<file path="config.mk">
export PLATFORM = sky130hd
export DESIGN_NAME = mbus_write_arbiter_flat
export DESIGN_NICKNAME = d
export VERILOG_FILES = /design/src/rtl/mbus_write_arbiter_if.sv /design/src/rtl/mbus_write_arbiter.sv /design/src/flat_wrapper.sv
export SDC_FILE = /design/constraint.sdc
export NUM_CORES = 1
export LEC_CHECK = 0
export BUFFER_PORTS_ARGS = -buffer_cell sky130_fd_sc_hd__buf_2
export CAP_MARGIN = 20
export CORE_AREA = 4 4 312 314
export CTS_CLUSTER_SIZE = 24
export DETAILED_ROUTE_END_ITERATION = 16
export DIE_AREA = 0 0 316 318
export GPL_ROUTABILITY_DRIVEN = 0
export PLACE_DENSITY = 0.3
export SLEW_MARGIN = 10
export SYNTH_ARGS = -nofsm -noshare
export SYNTH_HDL_FRONTEND = slang
export SYNTH_SLANG_ARGS = --single-unit
</file>
<file path="constraint.sdc">
create_clock -name i_axi_aclk -period 2.2 [get_ports i_axi_aclk]
set_input_delay 0 -clock i_axi_aclk [delete_from_list [all_inputs] [get_ports i_axi_aclk]]
set_output_delay 0 -clock i_axi_aclk [all_outputs]
set_load 0.01 [all_outputs]
</file>
<file path="src/rtl/mbus_write_arbiter_if.sv">
// Bus bundle between the frame-write channels, the write arbiter and the DDR write controller.
// The master modport is the arbiter's view; the slave modport is the channels/controller view.
interface mbus_write_arbiter_if #(
    parameter int CH_NUM          = 4,
    parameter int CTRL_ADDR_WIDTH = 28,
    parameter int DATA_WIDTH      = 128
);
    logic [CH_NUM-1:0]                 i_ch_wrq;
    logic [CH_NUM-1:0]                 i_ch_wready;
    logic [CH_NUM*CTRL_ADDR_WIDTH-1:0] i_ch_waddr;
    logic [CH_NUM*DATA_WIDTH-1:0]      i_ch_wdata;
    logic [CH_NUM-1:0]                 o_ch_wsel;
    logic [CH_NUM-1:0]                 o_ch_wdata_rq;
    logic [CH_NUM-1:0]                 o_ch_wbusy;
    logic                              o_ddr_wrq;
    logic [CTRL_ADDR_WIDTH-1:0]        o_ddr_waddr;
    logic [DATA_WIDTH-1:0]             o_ddr_wdata;
    logic                              i_ddr_wdata_rq;
    logic                              i_ddr_wbusy;
    logic                              o_timeout;

    modport master (
        input  i_ch_wrq, i_ch_wready, i_ch_waddr, i_ch_wdata, i_ddr_wdata_rq, i_ddr_wbusy,
        output o_ch_wsel, o_ch_wdata_rq, o_ch_wbusy, o_ddr_wrq, o_ddr_waddr, o_ddr_wdata, o_timeout
    );

    modport slave (
        output i_ch_wrq, i_ch_wready, i_ch_waddr, i_ch_wdata, i_ddr_wdata_rq, i_ddr_wbusy,
        input  o_ch_wsel, o_ch_wdata_rq, o_ch_wbusy, o_ddr_wrq, o_ddr_waddr, o_ddr_wdata, o_timeout
    );
endinterface

</file>
<file path="src/rtl/mbus_write_arbiter.sv">
// Round-robin arbiter sharing one DDR write-controller port among CH_NUM frame-write channels,
// with a request watchdog that frees the bus if the controller never accepts a burst.
module mbus_write_arbiter #(
    parameter int MEM_DQ_WIDTH    = 16,
    parameter int CTRL_ADDR_WIDTH = 28,
    parameter int BURST_LENGTH    = 8,
    parameter int CH_NUM          = 4,
    parameter int TIMEOUT_CYC     = 1023
) (
    input  logic                 i_axi_aclk,
    input  logic                 i_rst,
    mbus_write_arbiter_if.master bus
);
    localparam int W   = MEM_DQ_WIDTH * BURST_LENGTH;
    localparam int IDW = $clog2(CH_NUM);
    localparam int TW  = $clog2(TIMEOUT_CYC + 1);

    typedef enum logic [2:0] {IDLE, GRANT, CHECK, REQ, BUSY, RELEASE} state_t;

    state_t                     state;
    state_t                     state_nxt;
    logic [IDW-1:0]             gnt_id;
    logic [IDW-1:0]             last;
    logic [IDW-1:0]             pick;
    logic [IDW:0]               rr_idx;
    logic                       rr_found;
    logic                       gnt_valid;
    logic                       fake_busy;
    logic [TW-1:0]              timer;
    logic [1:0]                 rel_cnt;
    logic [CTRL_ADDR_WIDTH-1:0] waddr_q;
    logic [CH_NUM-1:0]          eligible;
    logic                       any_eligible;
    logic                       timeout_hit;
    logic                       rel_done;

    assign eligible     = bus.i_ch_wrq & bus.i_ch_wready;
    assign any_eligible = |eligible;
    assign timeout_hit  = (state == REQ) && !bus.i_ddr_wbusy && (timer == TW'(TIMEOUT_CYC));
    assign rel_done     = (state == RELEASE) && (rel_cnt == 2'd2);

    // Search starts one past the previous grantee and wraps, so every channel gets a turn.
    always_comb begin
        pick     = '0;
        rr_found = 1'b0;
        rr_idx   = '0;
        for (int i = 1; i <= CH_NUM; i++) begin
            rr_idx = {1'b0, last} + (IDW+1)'(i);
            if (rr_idx >= (IDW+1)'(CH_NUM)) begin
                rr_idx = rr_idx - (IDW+1)'(CH_NUM);
            end
            if (!rr_found && eligible[rr_idx[IDW-1:0]]) begin
                pick     = rr_idx[IDW-1:0];
                rr_found = 1'b1;
            end
        end
    end

    always_ff @(posedge i_axi_aclk or posedge i_rst) begin
        if (i_rst) begin
            state <= IDLE;
        end else begin
            state <= state_nxt;
        end
    end

    always_comb begin
        state_nxt = state;
        case (state)
            IDLE:    if (any_eligible) state_nxt = GRANT;
            GRANT:   state_nxt = CHECK;
            // A channel that restarted its frame drops ready; release without touching DDR.
            CHECK:   state_nxt = bus.i_ch_wready[gnt_id] ? REQ : RELEASE;
            REQ: begin
                if (bus.i_ddr_wbusy) begin
                    state_nxt = BUSY;
                end else if (timeout_hit) begin
                    state_nxt = RELEASE;
                end
            end
            BUSY:    if (!bus.i_ddr_wbusy) state_nxt = RELEASE;
            RELEASE: if (rel_done) state_nxt = IDLE;
            default: state_nxt = IDLE;
        endcase
    end

    always_ff @(posedge i_axi_aclk or posedge i_rst) begin
        if (i_rst) begin
            gnt_id    <= '0;
            last      <= IDW'(CH_NUM - 1);
            gnt_valid <= 1'b0;
            fake_busy <= 1'b0;
            timer     <= '0;
            rel_cnt   <= '0;
            waddr_q   <= '0;
        end else begin
            fake_busy <= timeout_hit;
            timer     <= (state == REQ) ? timer + TW'(1) : '0;
            rel_cnt   <= (state == RELEASE) ? rel_cnt + 2'd1 : 2'd0;
            if (state == IDLE && any_eligible) begin
                gnt_id    <= pick;
                gnt_valid <= 1'b1;
                waddr_q   <= bus.i_ch_waddr[int'(pick)*CTRL_ADDR_WIDTH +: CTRL_ADDR_WIDTH];
            end
            // Three RELEASE cycles let the channel's busy synchronizer see the falling edge.
            if (rel_done) begin
                last      <= gnt_id;
                gnt_valid <= 1'b0;
            end
        end
    end

    always_comb begin
        bus.o_ch_wsel     = '0;
        bus.o_ch_wdata_rq = '0;
        bus.o_ch_wbusy    = '0;
        bus.o_ddr_wdata   = '0;
        bus.o_ddr_wrq     = (state == REQ);
        bus.o_timeout     = timeout_hit;
        bus.o_ddr_waddr   = waddr_q;
        if (gnt_valid) begin
            bus.o_ch_wdata_rq[gnt_id] = bus.i_ddr_wdata_rq;
            bus.o_ch_wbusy[gnt_id]    = bus.i_ddr_wbusy | fake_busy;
            bus.o_ddr_wdata           = bus.i_ch_wdata[int'(gnt_id)*W +: W];
        end
        if (state == GRANT) begin
            bus.o_ch_wsel[gnt_id] = 1'b1;
        end
    end
endmodule

</file>
<file path="src/flat_wrapper.sv">
// flat-port wrapper written by rule: the top's interface ports become plain ports
module mbus_write_arbiter_flat 
#(
    parameter int MEM_DQ_WIDTH    = 16,
    parameter int CTRL_ADDR_WIDTH = 28,
    parameter int BURST_LENGTH    = 8,
    parameter int CH_NUM          = 4,
    parameter int TIMEOUT_CYC     = 1023
)
  (i_axi_aclk, i_rst, bus_i_ch_wrq, bus_i_ch_wready, bus_i_ch_waddr, bus_i_ch_wdata, bus_i_ddr_wdata_rq, bus_i_ddr_wbusy, bus_o_ch_wsel, bus_o_ch_wdata_rq, bus_o_ch_wbusy, bus_o_ddr_wrq, bus_o_ddr_waddr, bus_o_ddr_wdata, bus_o_timeout);
  mbus_write_arbiter_if #(.CH_NUM(CH_NUM), .CTRL_ADDR_WIDTH(CTRL_ADDR_WIDTH), .DATA_WIDTH((128))) bus_i ();
  input  logic i_axi_aclk;
  input  logic i_rst;
  input wire logic [$bits(bus_i.i_ch_wrq)-1:0] bus_i_ch_wrq;
  input wire logic [$bits(bus_i.i_ch_wready)-1:0] bus_i_ch_wready;
  input wire logic [$bits(bus_i.i_ch_waddr)-1:0] bus_i_ch_waddr;
  input wire logic [$bits(bus_i.i_ch_wdata)-1:0] bus_i_ch_wdata;
  input wire logic [$bits(bus_i.i_ddr_wdata_rq)-1:0] bus_i_ddr_wdata_rq;
  input wire logic [$bits(bus_i.i_ddr_wbusy)-1:0] bus_i_ddr_wbusy;
  output wire logic [$bits(bus_i.o_ch_wsel)-1:0] bus_o_ch_wsel;
  output wire logic [$bits(bus_i.o_ch_wdata_rq)-1:0] bus_o_ch_wdata_rq;
  output wire logic [$bits(bus_i.o_ch_wbusy)-1:0] bus_o_ch_wbusy;
  output wire logic [$bits(bus_i.o_ddr_wrq)-1:0] bus_o_ddr_wrq;
  output wire logic [$bits(bus_i.o_ddr_waddr)-1:0] bus_o_ddr_waddr;
  output wire logic [$bits(bus_i.o_ddr_wdata)-1:0] bus_o_ddr_wdata;
  output wire logic [$bits(bus_i.o_timeout)-1:0] bus_o_timeout;
  assign bus_i.i_ch_wrq = bus_i_ch_wrq;
  assign bus_i.i_ch_wready = bus_i_ch_wready;
  assign bus_i.i_ch_waddr = bus_i_ch_waddr;
  assign bus_i.i_ch_wdata = bus_i_ch_wdata;
  assign bus_i.i_ddr_wdata_rq = bus_i_ddr_wdata_rq;
  assign bus_i.i_ddr_wbusy = bus_i_ddr_wbusy;
  assign bus_o_ch_wsel = bus_i.o_ch_wsel;
  assign bus_o_ch_wdata_rq = bus_i.o_ch_wdata_rq;
  assign bus_o_ch_wbusy = bus_i.o_ch_wbusy;
  assign bus_o_ddr_wrq = bus_i.o_ddr_wrq;
  assign bus_o_ddr_waddr = bus_i.o_ddr_waddr;
  assign bus_o_ddr_wdata = bus_i.o_ddr_wdata;
  assign bus_o_timeout = bus_i.o_timeout;
  mbus_write_arbiter #(.MEM_DQ_WIDTH(MEM_DQ_WIDTH), .CTRL_ADDR_WIDTH(CTRL_ADDR_WIDTH), .BURST_LENGTH(BURST_LENGTH), .CH_NUM(CH_NUM), .TIMEOUT_CYC(TIMEOUT_CYC)) u_core (.i_axi_aclk(i_axi_aclk), .i_rst(i_rst), .bus(bus_i));
endmodule
</file>
==> results by stage, run 1 <==
Route:
- In the final routed layout, each cell accounts on average for 25.1 um.
- The iteration-0 DRC count of the detailed router is 506.
- The post-route DRC violation count is 0.
- The final antenna-violating net count is 0.
- The number of vias in the routed layout is 9282.
- The number of iterations in the first detailed-routing pass is 4.
- Wires add up to 67.2 mm.
- In the routed layout, each cell is associated on average with a via count of 3.47.

Logic synthesis:
- The mapped cell area is 6830 um2.
- The cell type with the highest aggregate area in the netlist is mux4_2.
- The number of instances in the synthesized netlist is 585.
- Yosys attributes the largest share of cell area to mux4_2, dfrtp_1, and2_1.
- The number of nets handed over by synthesis was 1223.
- In this run, synthesis inferred 0 flip-flops with an integrated enable.
- For this run, asynchronously set or reset flops after synthesis account for 100%.
- After synthesis, the largest area contributor takes up 42.5% of total cell area.
- The post-synthesis sequential element count is 49.
- Yosys printed 0 warnings.
- A synthesized cell averages 11.7 um2.
- The distinct cell type count of the synthesized netlist is 40.
- Among all flip-flop cells after synthesis, the most frequent one is dfrtp_1.
- Summing the sequential cell areas from Yosys gives 18.0% of the chip area.

Global route:
- The via count of the first global-routing pass is 10100.
- The number of antenna violations at the first check in global routing is 44.
- After global routing the overflow that remains totals 0.
- Across every metal layer, demand over resource in global routing totals 12.5%.
- Entering global routing, the biggest net connects 131 pins.
- The global-route wire length before repair is 86.9 mm.

STA:
- Setup repair after global routing could not meet its margin everywhere.
- The normalized max-slew margin is 36.9%.
- The smallest clock period supported by the final layout is computed as 2.19 ns.
- For the final database, setup skew stands at 0.0111 ns.
- At the pin with the least slew margin, the transition time is 0.937 ns.
- The number of pins exceeding their max-slew limit in the final report is 0.
- In the post-route analysis, the smallest setup slack over all paths is 0.0135 ns.
- The number of failing setup endpoints in the final timing report is 0.
- The highest clock rate is 457 MHz.
- The final hold violation count is 0.
- The ratio of final minimum period to clock period is 99.4%.

Final layout:
- Leaving out fill and tap cells, the most frequent cells in the layout are buf_2, mux4_2, and2_1.
- The final cell count without fillers is 2676.
- The layout overhead on the synthesized area is 93.5%.
- At the end of the flow the core is filled with cells to 14.0%.
- Leaving out fill and tap cells, the most frequent cell in the layout is buf_2.
- The ratio of cells with drive above 1 in the final layout is 73.5%.
- At the end of the flow, the number of nets in the layout was 2034.

Placement:
- The placed wire-length estimate is 60.4 mm.
- Input and output buffers added on the ports amount to 805.
- The number of placed instances, taps included is 2632.
- The worst setup slack after placement is 0.179 ns.

Critical path:
- Walking the worst path, the cells encountered are buf_12, buf_16, buf_16, mux4_2, and2_1, buf_2.
- At the worst endpoint, the arrival time is 2.19 ns.
- The biggest cell delay along the critical path is 0.58 ns.
- In this design, the critical path's most frequently occurring cell is buf_16.
- The required time at the endpoint of the critical path is 2.20 ns.
- The category of cells accounting for the largest share of critical-path delay is buffers and inverters.
- The minimum setup slack among reg-to-reg paths is 0.25 ns.
- The number of buffers and inverters on the critical path is 4.
- STA classifies the critical path endpoint as an output port.
- The kind of launch point of the worst setup path is a register.
- The type of the setup path with the least slack is register to output port.
- The cell with the largest stage delay on the worst path is mux4_2.
- Along the worst path, the maximum fanout reaches 9.

Job:
- Across the run, the number of max-cap violations was 0.

Floorplanning:
- The total I/O pin count is 806.
- The floorplan step defined a die boundary enclosing 100000 um2.
- The height of the die is 318 um.
- The standard cell core area is 94600 um2.
- The effective utilization at floorplan is 7.22%.
- The floorplan has 113 rows.
- The die is 316 um wide.

Pwr:
- The internal power consumption is 7270 uW.
- The worst supply voltage drop on vdd is 0.000340 V.
- The portion of total power attributed to the clock network is 5.9%.
- The net switching power is 6920 uW.
- The power share of the combinational group is 83.7%.
- The power density over cell area is 1070 nW/um2.
- Of the total power, registers draw 10.4%.
- Net switching is 48.8% of the power.
- The analysis attributes to cell leakage a power of 0.00603 uW.

Clock tree:
- Counting every sink on the clock net gives 49.
- For the worst-skew pair, the clock arrives at the later sink with an insertion delay of 0.30 ns.
- The H-tree depth reported by CTS is 2.
- The maximum root-to-sink buffer count is 2.
- The CTS tree is done.
- Clock-pin slew was measured on the worst setup and hold paths at 0.08 ns.
- The number of clock buffers added by TritonCTS is 5.
- The root buffer cell chosen for the clock tree is clkbuf_16.

Outcome:
- The run finished with clean final reports.

Worst hold path:
- The worst hold path belongs to the class input port to register.
[worst reg2reg max path: cells and delay by family, from the launching register on]
family / cells / cell delay [ns]
AOI/OAI and AO/OA: 3 / 0.59
buffers and inverters: 1 / 0.20
DFF: 1 / 0.58
and+or+nand+nor: 2 / 0.43
[kinds of logic after synthesis]
group,count (synthesis),synth area share (%)
buffers and inverters,68,4.95
AND/OR/NAND/NOR,224,18.2
multiplexers,188,51.2
XOR/XNOR,7,0.898
flip-flops,49,18.0
AO/OA/AOI/OAI,47,6.36
adder cells (fa/ha/maj),2,0.366
[per-layer routing]
layer  vias to the layer above  track usage, %  part of all wire, %
met5                         -               0                0.091
met4                        10            3.97                  3.1
met3                        74            2.59                  8.7
met2                       686            23.2                   52
met1                      4579            14.1                   37
li1                       3933               -                    -
[cell type report]
cell class                      count  area (um2)
Inverter                            6        22.5
Fill cell                       10800       81400
Multi-Input combinational cell    468        5290
Clock buffer                        5         125
Timing Repair Buffer              866        4890
Sequential cell                    49        1240
Tap cell                         1265        1580
Clock inverter                      3        33.8
Antenna cell                       14        35.0
[registers in the layout (all words and copies together), names as in the netlist]
register                flops
u_core.bus.o_ddr_waddr     28
u_core.timer               10
u_core.state                3
u_core.gnt_id               2
u_core.last                 2
u_core.rel_cnt              2
u_core.fake_busy            1
u_core.gnt_valid            1
[path summary, 6_finish.rpt]
| check | from | end | cells after the start |
|---|---|---|---|
| max in group asynchronous | i_rst | u_core.last[0] | 4 |
| max | u_core.gnt_id[0] | bus_o_ddr_wdata[25] | 6 |
| min reg2reg | u_core.rel_cnt[0] | u_core.rel_cnt[0] | 1 |
| min | bus_i_ch_waddr[108] | u_core.bus.o_ddr_waddr[24] | 3 |
| min in group asynchronous | i_rst | u_core.state[2] | 3 |
| max reg2reg | u_core.last[1] | u_core.bus.o_ddr_waddr[3] | 6 |
[synth_stat cells (3+ instances only)]
| cell | instances |
|---|---|
| and2_1 | 130 |
| mux4_2 | 129 |
| mux2i_1 | 56 |
| dfrtp_1 | 47 |
| nand2_1 | 43 |
| clkbuf_1 | 31 |
| nor2_1 | 22 |
| buf_2 | 18 |
| o221ai_1 | 17 |
| o221ai_2 | 11 |
| buf_6 | 6 |
| inv_1 | 6 |
| nand3_1 | 6 |
| a21oi_1 | 5 |
| and3_1 | 5 |
| buf_1 | 5 |
| nor3_1 | 5 |
| nand2b_1 | 4 |
| xnor2_1 | 4 |
| mux2_2 | 3 |
| nor2b_1 | 3 |
| o21ai_0 | 3 |
| o21ai_1 | 3 |
| xor2_1 | 3 |
[what timing repair did]
action,CTS,global route
endpoints found under the setup margin,72,20
resized for setup,15,1
setup buffers,12,0
endpoints found under the hold margin,15,0
hold buffers,4,0
gates cloned,5,1
[metrics by stage]
step	hold slack (ns)	TNS, ns	area [um2]	power [uW]
global route	0.00876	-0.410	13200	15100
finish	0.0176	0	13200	14200
global placement	0.0776	0	12600	12900
CTS	0.00242	-0.130	13200	14600
floorplan	0.0612	0	6830	7100
detailed placement	0.0792	0	12600	12900
[power groups by stage]
stage               combinational [uW]  clock (uW)  sequential [uW]
finish                           11900         842             1470
global route                     12700         921             1510
CTS                              12200         896             1480
detailed placement               11400           0             1520
global placement                 11400           0             1520
floorplan                         5580           0             1520
Note: power is estimated with default switching activity, not from simulation.
==> run 2, diff against run 1 <==
--- a/config.mk
+++ b/config.mk
@@ -12,6 +12,7 @@
 export DETAILED_ROUTE_END_ITERATION = 16
 export DIE_AREA = 0 0 316 318
 export GPL_ROUTABILITY_DRIVEN = 0
+export MAX_ROUTING_LAYER = met4
 export PLACE_DENSITY = 0.3
 export SLEW_MARGIN = 10
 export SYNTH_ARGS = -nofsm -noshare
==> run 2 against run 1 <==
Net effect: utilization about the same; critical path type unchanged; highest routed layer is now met4; setup slack got worse by 0.0030 ns; power decreased by 0.10%.
==> results by stage, run 2 (synthesized netlist as in run 1, its figures left out) <==
Outcome:
- The run finished with clean final reports.

Pwr:
- The power share of the combinational group is 83.6%.
- In this run, the clock network consumes 6.0% of the power.
- For this design the ratio of total power to cell area is 1070 nW/um2.
- Cell internal power was estimated by the tool at 7270 uW.
- The net switching power is 6910 uW.
- The total power of the final layout is 14200 uW.
- The static leakage power is 0.00603 uW.
- Net switching is 48.7% of the power.
- Across the VDD grid, the largest voltage drop is 0.000342 V.
- The relative contribution of sequential cells to total power is 10.4%.

Global route:
- After global routing, the most crowded layer is met2.
- The met2 track demand over resource in global routing is 23.3%.
- The total global routing overflow is 0.
- Entering global routing, the biggest net connects 131 pins.
- The via count of the first global-routing pass is 10100.
- Global routing consumed, on the met1 layer, 14.3% of the routing resources.
- Global routing used 2.32% of the available met3 tracks.
- The first global-routing pass estimated 86.7 mm of wire.
- For this run, the total global-route usage over all layers was measured as 12.8%.
- The number of antenna violations at the first check in global routing was 42.

Critical path:
- The type of the setup path with the least slack is register to output port.
- Traced cell by cell, the critical path runs through buf_12, buf_16, buf_16, mux4_2, and2_1, buf_2.
- The endpoint type of the worst setup path is an output port.
- At the worst endpoint, the arrival time is 2.19 ns.
- The worst setup path is launched from a register.
- In this design, the stage delay of the slowest critical-path cell is 0.60 ns.
- Data on the critical path is required at its endpoint by 2.20 ns.
- The largest fanout on the critical path is 9.
- The slowest stage of the critical path is the mux4_2 cell.
- Across all register-to-register paths, the minimum setup slack is 0.24 ns.
- The library cell appearing most often on the critical path is buf_16.

STA:
- The number of pins exceeding their max-slew limit in the final report came to 0.
- Setup repair after global routing could not meet its margin everywhere.
- The normalized max-slew margin is 31.1%.
- The worst path uses 99.5% of the clock period.
- The final hold violation count is 0.
- Subtracting the final worst setup slack from the clock period gives 2.19 ns.
- Setup violations remaining at the end of the flow were counted as 0.
- Clock skew on the completed layout was measured at 0.0131 ns.
- The final worst hold slack is 0.0117 ns.
- Static timing analysis puts the maximum clock frequency at 457 MHz.
- At the pin with the least slew margin, the transition time is 1.02 ns.

Clock tree:
- The clock passes through at most 2 buffers.
- Clock-pin slew was measured on the worst setup and hold paths at 0.08 ns.
- TritonCTS built the clock tree.
- At the later pin of the worst-skew pair, clock insertion delay measures 0.31 ns.
- The tree built by TritonCTS fans out to 49 sinks.
- The number of buffers created by CTS is 5.
- The root buffer cell is clkbuf_16.
- CTS built an H-tree with a depth of 2.

Final layout:
- The layout overhead on the synthesized area is 93.7%.
- For this run, the post-layout net count is 2034.
- The register with the most flip-flops in the layout has 28 of them.
- The most frequent standard cell in the layout excluding fill and tap cells is buf_2.
- Leaving out fill and tap cells, the most frequent cells in the layout are buf_2, mux4_2, and2_1.
- Cells with a size suffix above 1 make up 73.5% of the layout.

Placement:
- After legalization and detailed placement, the total HPWL measured 60.4 mm.
- The quantity of I/O buffers inserted on ports is 805.

Route:
- After detailed routing, the number of remaining DRC violations is 0.
- The wire length after detailed routing is 67.2 mm.
- In the final routed layout, each cell accounts on average for 25.1 um.
- Before antenna repair, the detailed router went through 5 iterations.
- The mean number of vias per cell is 3.46.
- The number of vias in the routed layout is 9281.
- In this run the remaining antenna-violating nets after routing total 0.
- The iteration-0 DRC count of the detailed router is 536.

Floorplanning:
- The height of the die is 318 um.
- Pin placement for this block handled 806 I/O pins.
- The effective utilization at floorplan is 7.22%.
- The full die area is 100000 um2.
- The standard cell core area is 94600 um2.
- The floorplan has 113 rows.
- From left edge to right edge, the die measures 316 um.

Job:
- The tool flagged a number of max-cap violations equal to 0.

Worst hold path:
- The class of the worst hold path is input port to register.
-- run 2: changes by cell type in the layout (fill, tap and decap cells not counted), sizes merged --
cell   before  now
diode      14   19
-- run 2: critical path, delay by kind of cell (launching register included) --
| kind | cells | cell delay [ns] |
|---|---|---|
| buffers and inverters | 4 | 0.64 |
| multiplexers | 1 | 0.60 |
| flip-flops | 1 | 0.42 |
| AND/OR/NAND/NOR | 1 | 0.20 |
-- run 2: layout make-up --
| class | instances | area (um2) |
|---|---|---|
| repair buffers | 866 | 4890 |
| clock inverters | 3 | 33.8 |
| clock buffers | 5 | 125 |
| fillers | 10800 | 81400 |
| inverters | 6 | 22.5 |
| flip-flops and latches | 49 | 1240 |
| multi-input cells | 468 | 5290 |
| diodes | 19 | 47.5 |
| well taps | 1265 | 1580 |
-- run 2: timing repair --
action | 4_1_cts | 5_1_grt
endpoints found under the hold margin | 15 | 0
resized for setup | 15 | 1
setup buffers | 12 | 0
gates cloned | 5 | 1
hold buffers | 4 | 0
endpoints found under the setup margin | 72 | 20
-- run 2: power by group through the flow --
| stage | clock, uW | combinational, uW | sequential (uW) |
|---|---|---|---|
| 2_1_floorplan | 0 | 5580 | 1520 |
| 3_3_place_gp | 0 | 11400 | 1520 |
| 3_5_place_dp | 0 | 11400 | 1520 |
| 4_1_cts | 896 | 12200 | 1480 |
| 5_1_grt | 921 | 12700 | 1510 |
| 6_report | 847 | 11900 | 1470 |
-- run 2: worst paths after layout --
kind | startpoint | endpoint | depth (start not counted)
min | bus_i_ddr_wbusy | u_core.fake_busy | 2
min reg2reg | u_core.rel_cnt[0] | u_core.rel_cnt[0] | 1
max reg2reg | u_core.last[1] | u_core.bus.o_ddr_waddr[3] | 6
max | u_core.gnt_id[0] | bus_o_ddr_wdata[31] | 6
max in group asynchronous | i_rst | u_core.last[0] | 4
min in group asynchronous | i_rst | u_core.state[2] | 3
-- run 2: routing by layer --
metal	vias up	share of wire [%]
met5	-	0
met4	0	2.6
met3	62	8.5
met2	678	52
met1	4601	37
li1	3940	-
-- run 2: per-stage QoR --
stage	worst slack (ns)	utilization, %	setup TNS [ns]	std cells	instance area (um2)
3_5_place_dp	0.179	13.4	0	2632	12600
2_1_floorplan	0.425	-	0	585	6830
6_report	0.0105	14.0	0	2681	13200
5_1_grt	-0.0460	14.0	-0.386	2676	13200
3_3_place_gp	0.116	13.4	0	2632	12600
4_1_cts	-0.0283	13.9	-0.130	2661	13200
==> run 3, diff against run 2 <==
--- a/config.mk
+++ b/config.mk
@@ -5,12 +5,13 @@
 export SDC_FILE = /design/constraint.sdc
 export NUM_CORES = 1
 export LEC_CHECK = 0
+export ABC_AREA = 1
 export BUFFER_PORTS_ARGS = -buffer_cell sky130_fd_sc_hd__buf_2
 export CAP_MARGIN = 20
-export CORE_AREA = 4 4 312 314
+export CORE_AREA = 4 4 309 311
 export CTS_CLUSTER_SIZE = 24
 export DETAILED_ROUTE_END_ITERATION = 16
-export DIE_AREA = 0 0 316 318
+export DIE_AREA = 0 0 313 315
 export GPL_ROUTABILITY_DRIVEN = 0
 export MAX_ROUTING_LAYER = met4
 export PLACE_DENSITY = 0.3
==> run 3 against run 2 <==
Net effect: sequential share of layout area shrank 0.44 points; critical path depth grew 9; global-route usage grew 3.4 points; synthesized area shrank 8.0%; combinational power grew 41%; critical endpoint is now u_core.bus.o_ddr_waddr[7].
==> results by stage, run 3 <==
Floorplanning:
- The height of the die is 315 um.
- The standard cell core area is 92800 um2.
- The floorplan row count is 112.
- For this design the top-level I/O count stands at 806.
- The floorplan step defined a die boundary enclosing 98600 um2.
- The die is 313 um wide.
- The effective utilization at floorplan is 6.77%.

Clock tree:
- Clock latency on the worst-skew pair, taken at its later pin, is 0.32 ns.
- The number of buffers created by CTS is 5.
- The clock tree synthesis step divided the H-tree into 2 levels.
- The number of clock sinks seen by CTS is 49.
- The CTS tree is done.
- The maximum root-to-sink buffer count is 2.
- The root buffer cell is clkbuf_16.
- The clock transition at the registers of the reported paths is 0.09 ns.

Logic synthesis:
- The post-synthesis sequential element count is 49.
- After synthesis, the largest area contributor takes up 30.6% of total cell area.
- The share of flip-flops with an asynchronous set or reset after synthesis is 100%.
- In this run, distinct cell masters in the synthesized netlist total 31.
- In this run the cell area of the synthesized design comes to 6280 um2.
- The cell type with the highest aggregate area in the netlist is a22oi_1.
- The most common cell in the synthesized netlist is a22oi_1.
- During synthesis, Yosys emitted a total of 0 warnings.
- The average cell area after synthesis is 6.45 um2.
- Counting flops with a built-in enable in the synthesized netlist gives 0.
- The commonest cells after synthesis are a22oi_1, nand2_1, nand3_1.
- The most used flip-flop cell after synthesis is dfrtp_1.
- By area the synthesized netlist is led by a22oi_1, dfrtp_1, nand3_1.
- The synthesized net count is 1612.
- The number of instances in the synthesized netlist is 974.
- The post-synthesis sequential area ratio is 19.6%.

Placement:
- In this run the cell area measured after placement is 12700 um2.
- During placement, the flow inserted port buffers numbering 805.
- The worst setup slack after placement is -0.195 ns.
- The placed wire-length estimate is 74.2 mm.
- The number of placed instances, taps included is 3050.

Global route:
- The number of antenna violations at the first check in global routing came to 49.
- The via count of the first global-routing pass is 11600.
- Global routing finished with a remaining overflow of 0.
- The global-route wire length before repair is 106 mm.
- The maximum number of pins on one net before global-route repair is 57.
- The overall global routing resource usage is 16.2%.

STA:
- Setup violations remaining at the end of the flow were counted as 0.
- Counting I/O delays and the setup requirement, the final critical path takes 2.18 ns.
- The clock skew is 0.0170 ns.
- Derived from the worst setup path, the maximum achievable clock frequency is 459 MHz.
- At the pin with the least slew margin, the transition time is 0.706 ns.
- The ratio of final minimum period to clock period is 99.1%.
- The final hold violation count is 0.
- The final worst setup slack is 0.0195 ns.
- The normalized max-slew margin is 52.4%.
- The number of pins exceeding their max-slew limit in the final report is 0.
- Setup repair after global routing could not meet its margin everywhere.
- Hold is met by 0.0118 ns.

Pwr:
- The worst supply voltage drop on vdd is 0.000394 V.
- The static leakage power is 0.00665 uW.
- Power spread over the standard cell area amounts to 1400 nW/um2.

Final layout:
- At the end of the flow the core is filled with cells to 14.8%.
- The flip-flop count of the largest register, all copies and words added is 28.
- The top cell types in the final layout, fill and taps aside, are buf_2, a22oi_1, nand2_1.
- The final cell count without fillers is 3095.
- In the final layout, the share of cells above drive strength 1 is 58.6%.
- The finished layout cell area is 13800 um2.
- The sequential cells in the finished layout cover a total of 1230 um2.
- The layout overhead on the synthesized area is 119%.
- The final-layout fill cell count is 10900.
- Leaving out fill and tap cells, the most frequent cell in the layout is buf_2.
- The net count of the finished layout is 2461.
- The multi-input combinational cells in the finished layout cover a total of 4870 um2.

Route:
- The mean routed wirelength per cell is 27.8 um.
- The mean number of vias per cell is 3.76.
- The number of iterations in the first detailed-routing pass is 5.
- The iteration-0 DRC count of the detailed router is 844.
- After detailed routing, the total wire length is 86.0 mm.
- The number of vias in the routed layout is 11600.
- The final antenna-violating net count is 0.
- The post-route DRC violation count is 0.

Job:
- The number of max-capacitance violations reported is 0.

Outcome:
- The run finished with clean final reports.

Critical path:
- The largest fanout on the critical path is 7.
- The cell that appears most often on the critical path is nand2_2.
- The cell with the largest stage delay on the worst path is dfstp_2.
- The kind of launch point of the worst setup path is a register.
- STA classifies the critical path endpoint as a register.
- On the worst path, the slowest cell contributes a delay of 0.62 ns.
- The type of the setup path with the least slack is register to register.
- The endpoint arrival time on the critical path is 2.39 ns.
- The required time at the endpoint of the critical path is 2.41 ns.
- Traced cell by cell, the critical path runs through buf_6, nand2_1, nand2_2, nand2_2, nand2_2, buf_4, nand3_1, nand2_1, nand2_2, a21oi_4, buf_12, buf_6, nand3_1, nand3_1, nand2_1.

Worst hold path:
- The path class of the tightest hold or removal check is input port to register.
-- run 3: changes by cell type after synthesis, sizes merged, moves of 129 or more --
cell   previous run  this run
and2            130         0
a21oi             5       137
nand2            44       180
a22oi             1       256
mux4            129         0
nand3             6       159
-- run 3: layout make-up --
| cell class | instances | area share [%] |
|---|---|---|
| clock inverters | 3 | 0.354 |
| well taps | 1254 | 11.4 |
| flip-flops and latches | 49 | 8.93 |
| inverters | 32 | 1.17 |
| multi-input cells | 792 | 35.3 |
| repair buffers | 943 | 41.6 |
| clock buffers | 5 | 0.909 |
| diodes | 17 | 0.309 |
-- run 3: what timing repair did --
item                       in CTS  in global routing
hold buffers                    1                  0
setup buffers                   3                  7
hold endpoints to repair       19                  0
resized for setup              39                101
setup endpoints to repair      76                 67
gates cloned                    2                  9
pin swaps                       3                 25
-- run 3: metrics by stage --
stage | TNS [ns] | power [uW]
global route | -2.03 | 20600
CTS | 0 | 18500
finish | 0 | 19300
global placement | -4.12 | 17100
detailed placement | -4.59 | 17000
floorplan | 0 | 7520
-- run 3: worst max-delay path: cells and delay by family, from the launching register on --
kind | cells | cell delay [ns]
AO/OA/AOI/OAI | 1 | 0.17
buffers and inverters | 4 | 0.54
flip-flops | 1 | 0.62
AND/OR/NAND/NOR | 10 | 0.73
-- run 3: cell families (layout without fill, tap and decap cells) --
kind of cell	Yosys count	after routing	share of synthesized area [%]
buffers and inverters	133	983	9.28
DFF	49	49	19.6
adders and majority gates	2	2	0.398
AOI/OAI and AO/OA	411	411	43.3
other	0	17	0
and+or+nand+nor	379	379	27.5
-- run 3: metal layers --
layer | track usage [%] | vias up | wire length (um)
li1 | - | 5376 | -
met1 | 19.1 | 5543 | 34600
met2 | 27.2 | 651 | 41000
met3 | 6.17 | 73 | 8930
met4 | 2.06 | 0 | 1420
met5 | - | - | 0
-- run 3: worst paths after layout --
path	startpoint	to	slack [ns]	depth (start not counted)
max	u_core.last[0]	u_core.bus.o_ddr_waddr[7]	0.02	15
min reg2reg	u_core.rel_cnt[0]	u_core.rel_cnt[0]	0.44	1
max in group asynchronous	i_rst	u_core.last[1]	1.20	4
max reg2reg	u_core.last[0]	u_core.bus.o_ddr_waddr[7]	0.02	15
min in group asynchronous	i_rst	u_core.bus.o_ddr_waddr[19]	0.26	3
min	bus_i_ch_waddr[86]	u_core.bus.o_ddr_waddr[2]	0.01	5
-- run 3: power by group --
part / internal (uW) / switching (uW) / leakage [uW]
logic: 6420 / 10400 / 0.00594
clock network: 548 / 450 / 0.0000821
registers: 1220 / 234 / 0.000618
total: 8190 / 11100 / 0.00665
